### src/rtl/reg_file_stack.sv
`default_nettype none
// +--------------------------------------------------------------------------+
// | reg_file_stack : general register file with mov/incr/decr and link stack |
// | Optional macro REG_BYPASS_EN forwards same-cycle writes to read ports.   |
// | Revision: 1.0                                                            |
// +--------------------------------------------------------------------------+
module reg_file_stack #(
  parameter int DW     = 8,
  parameter int NREG   = 16,
  parameter int AW     = 10,
  parameter int SDEPTH = 4
) (
  input  logic                    clk,
  input  logic                    rst_n,
  input  logic                    ld_en_i,
  input  logic [$clog2(NREG)-1:0] ld_sel_i,
  input  logic [DW-1:0]           ld_data_i,
  input  logic [1:0]              op_i,
  input  logic [$clog2(NREG)-1:0] src_sel_i,
  input  logic [$clog2(NREG)-1:0] dst_sel_i,
  input  logic [2:0]              step_i,
  input  logic [$clog2(NREG)-1:0] rd_sel_a_i,
  input  logic [$clog2(NREG)-1:0] rd_sel_b_i,
  output logic [DW-1:0]           rd_data_a_o,
  output logic [DW-1:0]           rd_data_b_o,
  output logic                    src_zero_o,
  input  logic                    call_i,
  input  logic                    ret_i,
  input  logic [AW-1:0]           npc_i,
  output logic [AW-1:0]           link_addr_o,
  output logic                    stk_empty_o,
  output logic                    stk_full_o,
  output logic                    stk_err_o
);
  localparam int PW = $clog2(SDEPTH);
  localparam int CW = PW + 1;

  localparam logic [1:0] OP_NONE = 2'd0;
  localparam logic [1:0] OP_MOV  = 2'd1;
  localparam logic [1:0] OP_INCR = 2'd2;
  localparam logic [1:0] OP_DECR = 2'd3;

  logic [DW-1:0] regs_q [NREG];
  logic [DW-1:0] regs_d [NREG];
  logic [DW-1:0] src_val;
  logic [DW-1:0] amt;
  logic [DW-1:0] op_val;
  logic          mov_clr;

  assign src_val = regs_q[src_sel_i];
  assign amt     = DW'({1'b0, step_i}) + DW'(1);
  assign mov_clr = (op_i == OP_MOV) && (src_sel_i == dst_sel_i);

  always_comb begin
    op_val = src_val;
    case (op_i)
      OP_MOV:  op_val = mov_clr ? '0 : src_val;
      OP_INCR: op_val = src_val + amt;
      OP_DECR: op_val = src_val - amt;
      default: op_val = src_val;
    endcase
  end

  // The load is applied last so it overrides an op aimed at the same register.
  always_comb begin
    regs_d = regs_q;
    if (op_i != OP_NONE) regs_d[dst_sel_i] = op_val;
    if (ld_en_i)         regs_d[ld_sel_i]  = ld_data_i;
  end

  always_ff @(posedge clk or negedge rst_n) begin
    if (!rst_n) begin
      for (int i = 0; i < NREG; i++) regs_q[i] <= '0;
    end else begin
      regs_q <= regs_d;
    end
  end

`ifdef REG_BYPASS_EN
  assign rd_data_a_o = regs_d[rd_sel_a_i];
  assign rd_data_b_o = regs_d[rd_sel_b_i];
  assign src_zero_o  = mov_clr || (regs_d[src_sel_i] == '0);
`else
  assign rd_data_a_o = regs_q[rd_sel_a_i];
  assign rd_data_b_o = regs_q[rd_sel_b_i];
  assign src_zero_o  = mov_clr || (src_val == '0);
`endif

  logic [AW-1:0] stk_q [SDEPTH];
  logic [AW-1:0] stk_d [SDEPTH];
  logic [CW-1:0] cnt_q, cnt_d;
  logic          err_q, err_d;
  logic          empty, full;
  logic [PW-1:0] top_idx;
  logic [PW-1:0] push_idx;

  assign empty    = (cnt_q == '0);
  assign full     = (cnt_q == CW'(SDEPTH));
  assign push_idx = cnt_q[PW-1:0];
  assign top_idx  = cnt_q[PW-1:0] - PW'(1);

  always_comb begin
    stk_d = stk_q;
    cnt_d = cnt_q;
    err_d = err_q;
    case ({call_i, ret_i})
      2'b10: begin
        if (full) begin
          err_d = 1'b1;
        end else begin
          stk_d[push_idx] = npc_i;
          cnt_d           = cnt_q + CW'(1);
        end
      end
      2'b01: begin
        if (empty) err_d = 1'b1;
        else       cnt_d = cnt_q - CW'(1);
      end
      2'b11: begin
        if (empty) begin
          stk_d[push_idx] = npc_i;
          cnt_d           = cnt_q + CW'(1);
        end else begin
          stk_d[top_idx] = npc_i;
        end
      end
      default: ;
    endcase
  end

  always_ff @(posedge clk or negedge rst_n) begin
    if (!rst_n) begin
      for (int i = 0; i < SDEPTH; i++) stk_q[i] <= '0;
      cnt_q <= '0;
      err_q <= 1'b0;
    end else begin
      stk_q <= stk_d;
      cnt_q <= cnt_d;
      err_q <= err_d;
    end
  end

  assign link_addr_o = empty ? '0 : stk_q[top_idx];
  assign stk_empty_o = empty;
  assign stk_full_o  = full;
  assign stk_err_o   = err_q;

endmodule
`default_nettype wire

### config.mk
export PLATFORM = sky130hd
export DESIGN_NAME = reg_file_stack
export DESIGN_NICKNAME = d
export VERILOG_FILES = /design/src/rtl/reg_file_stack.sv
export SDC_FILE = /design/constraint.sdc
export NUM_CORES = 1
export LEC_CHECK = 0
export ABC_AREA = 1
export CAP_MARGIN = 20
export CELL_PAD_IN_SITES_DETAIL_PLACEMENT = 1
export CELL_PAD_IN_SITES_GLOBAL_PLACEMENT = 1
export CORE_MARGIN = 1.5
export CORE_UTILIZATION = 44
export DETAILED_ROUTE_END_ITERATION = 7
export GPL_TIMING_DRIVEN = 0
export PLACE_DENSITY_LB_ADDON = 0.12
export SLEW_MARGIN = 20
export SYNTH_ARGS = -nofsm -noshare
export SYNTH_HDL_FRONTEND = slang
export SYNTH_SLANG_ARGS = --single-unit
### constraint.sdc
create_clock -name clk -period 2.97 [get_ports clk]
set_input_delay 0.594 -clock clk [delete_from_list [all_inputs] [get_ports clk]]
set_output_delay 0.594 -clock clk [all_outputs]
set_load 0.03 [all_outputs]
==> metrics.yaml <==
yosys:
  yosysUniqueCellTypes: 37
  syn-cell-area_um2: 12490
  syn_area_per_cell_um2: 6.796
  ys_ff_latch: 172
  yosysSeqAreaShare: 0.3446
  synth_edf_count: 0
  synth_nets: 1906
  synthCells: 1838
  ys_warn_count: 0
  async_flop_share: 1.000
  ys.flop_type: "dfrtp_1"
floorplanning:
  dieArea_um2: 29410
  die_h_um: 171.5
  rows: 61
  core_um2: 27860
  dieWidth_um: 171.5
  start_util: 0.4484
  pin_count: 78
final_layout:
  n_fill_cell: 3604
  fin_nets: 2011
  syn2layout_area_growth_pct: 21.78
  drive_gt1_frac: 0.1769
cts:
  clock_latency_ps: 460
  cts_tree: "done"
  htree_levels: 4
  clkSlewWorstSetupHoldPaths_ps: 90
  cts.root.buffer_cell: "clkbuf_16"
  cts_made_buffers: 17
  clockBufferDepth: 2
  cts_sinks: 172
setup_path:
  crit_arrival_ps: 3530
  reg2reg_from: "regs_q[72]$_DFF_PN0_"
  end_kind: "register"
  crit_top_cell: "nand2_2"
  crit_type: "register to register"
  cp-start-kind: "register"
  path_max_fanout: 5
  path_cells: "o211ai_1, nand3_1, nand3_2, nand2_2, inv_4, ha_4, fa_2, inv_2, nand3_2, nand2_2, nand2_2, nand2_2, a21oi_2, xor2_2, o21ai_4, buf_12, buf_12, nand2_4, a21oi_4"
  reg2reg_slack_ps: -200
  cp_data_required_time_ps: 3330
  crit_start: "regs_q[72]$_DFF_PN0_"
  cpPeakStageDelay_ps: 540
  r2r_cells: 19
  cpMaxStageDelayCell: "dfrtp_1"
  rr_endpoint: "regs_q[102]$_DFF_PN0_"
timing:
  drv_slew: 0
  min_period_over_period: 1.066
  max_freq_mhz: 315.9
  rsz0062_at_grt: "true"
  finClkSkew_ps: 22.61
  setup_viol: 48
  final.setup.worst_slack_ps: -195.6
  worst_slew_pin_slew_ps: 975.2
  hold_slack_ps: 481.3
  post-route-min-period_ps: 3166
  hold_viol_final: 0
  slew-limit-headroom: 0.3499
pwr:
  leakagePower_nw: 6.628
  seqPwrFrac: 0.329
  powerDensity_nw_per_um2: 802.5
  p_int_w: 0.006310
  peakVddDrop_uv: 1190
  swShare: 0.4831
  p_comb_frac: 0.473
  p_clk_frac: 0.198
  switching_power_w: 0.005897
drt:
  via_count: 15430
  wl_per_cell_um: 29.41
  drc: 0
  detail_route.vias_per_cell: 6.610
  drtPass1Iterations: 8
  drt_iter0_markers: 1975
  drt_wl_total_um: 68660
  postRouteAntennaNets: 0
placed_design:
  dp_slack_ps: -1037
  gp_congestion: 1.035
  post-dp-hpwl_um: 45920
  io_buffers: 59
global_route:
  grt_start_max_net_pins: 76
  grt_usage: 0.4605
  grt_pass1_vias: 15120
  overflow: 0
  antenna_found_initial: 0
  grt_first_pass_wirelength_um: 97520
worst_hold_path:
  min_path_cells: 1
  min_from: "stk_err_o$_DFFE_PN0P_"
  min_path_type: "register to register"
  worst_hold_path.endpoint: "stk_err_o$_DFFE_PN0P_"
run_status:
  status: "finished with violations"
  violations: "negative setup slack"
run:
  cap_viol_max_count: 0
-- critical path, delay by kind of cell (launching register included) --
kind / cells / cell delay, ps
AOI/OAI and AO/OA: 4 / 600
buffers and inverters: 4 / 440
DFF: 1 / 540
and+or+nand+nor: 8 / 780
xor gates and xnor gates: 1 / 170
adders and majority gates: 2 / 510
-- final cells by class --
| class | count | area, µm² | share of cell area |
|---|---|---|---|
| Antenna cell | 1 | 2.502 | 0.0001645 |
| Buffer | 113 | 840.8 | 0.05528 |
| Clock buffer | 17 | 425.4 | 0.02797 |
| Clock inverter | 15 | 187.7 | 0.01234 |
| Inverter | 165 | 640.6 | 0.04212 |
| Multi-Input combinational cell | 1388 | 7460 | 0.4904 |
| Sequential cell | 172 | 4307 | 0.2831 |
| Tap cell | 378 | 473.0 | 0.03109 |
| Timing Repair Buffer | 86 | 874.6 | 0.05750 |
-- routing by layer --
layer	track usage	wire length [µm]	vias up
li1	-	-	6425
met1	0.5809	25970	7540
met2	0.7060	29990	1117
met3	0.1328	8276	352
met4	0.2586	4427	0
met5	0	0	-
-- state kept, by name (all words and copies together) (netlist names) --
register	count
regs_q	128
stk_err_o	1
cnt_q	3
stk_q	40
-- Yosys cell counts, drive strengths merged (2+ instances only) --
library cell	n	area share
a21oi	406	0.18
buf	44	0.026
clkbuf	69	0.021
clkinv	3	0.00090
dfrtp	172	0.34
fa	2	0.0032
ha	18	0.018
inv	162	0.049
nand2	323	0.10
nand3	101	0.041
nor2	230	0.072
nor3	2	0.00080
o211ai	51	0.031
o21ai	214	0.087
o221ai	17	0.012
o22ai	10	0.0083
or2	2	0.0010
xnor2	2	0.0014
xor2	7	0.0049
-- how the worst max path moves through the flow --
stage / endpoint / slack (ps) / cells past startpoint
floorplan: regs_q[110]$_DFF_PN0_ / 0.1 / 21
global placement: regs_q[23]$_DFF_PN0_ / -6110 / 1
detailed placement: regs_q[87]$_DFF_PN0_ / -1040 / 16
CTS: link_addr_o[1] / -4 / 8
global route: regs_q[102]$_DFF_PN0_ / -220 / 20
finish: regs_q[102]$_DFF_PN0_ / -200 / 19
-- cell families (layout without fill, tap and decap cells) --
logic type      after synthesis  count (layout)  share of synthesized area
simple gates                658             658                     0.2145
flops                       172             172                     0.3446
buf+inv                     278             396                    0.09636
compound gates              701             701                     0.3170
fa+ha+maj                    20              20                    0.02124
xor+xnor                      9               9                   0.006311
other cells                   0               1                          0
-- stage by stage --
stage          cell area [µm²]  utilization  power (W)  std cells   TNS, ps
2_1_floorplan            12550            -   0.006838       1838         0
3_3_place_gp             13610       0.4885   0.008814       2275  -1135440
3_5_place_dp             13670       0.4907   0.009035       2277   -102810
4_1_cts                  14670       0.5265    0.01160       2322    -3.750
5_1_grt                  15210       0.5459    0.01266       2334     -8185
6_report                 15210       0.5460    0.01221       2335     -3991
-- layout by cell type, fill, tap and decap left out, types with 4 or more instances in the layout --
cell / count
buf_8: 5
o21ai_1: 20
nand2_4: 20
buf_4: 28
clkbuf_16: 18
nand3_1: 89
nand2_2: 13
o221ai_1: 13
inv_2: 27
buf_2: 12
nor2_2: 16
nor2_1: 214
inv_1: 130
o221ai_2: 4
a21oi_2: 62
nand3_2: 10
clkbuf_1: 20
clkbuf_2: 26
dfrtp_1: 170
o211ai_1: 51
o21ai_0: 189
buf_6: 14
ha_1: 9
inv_4: 4
o22ai_1: 7
inv_8: 5
buf_12: 9
dlymetal6s2s_1: 7
buf_1: 8
xor2_1: 4
clkdlybuf4s50_1: 26
ha_4: 7
a21oi_1: 342
nand2_1: 290
dlygate4sd2_1: 13
inv_6: 5
clkbuf_4: 22
-- power by group through the flow --
stage | Sequential [W] | Clock, W | Combinational (W)
floorplan | 0.00357 | 0 | 0.00326
global placement | 0.00388 | 0 | 0.00494
detailed placement | 0.00393 | 0 | 0.00511
CTS | 0.00391 | 0.00241 | 0.00529
global route | 0.00403 | 0.00249 | 0.00613
finish | 0.00401 | 0.00242 | 0.00578
-- repair_timing --
action                                 4_1_cts  5_1_grt
resized for setup                          202      123
hold buffers                                 1        0
buffers inserted                            11       11
pin swaps                                   12       35
endpoints found under the hold margin       24        0
setup endpoints to repair                  144      106
gates cloned                                 1        1
Note: power is estimated with default switching activity, not from simulation.
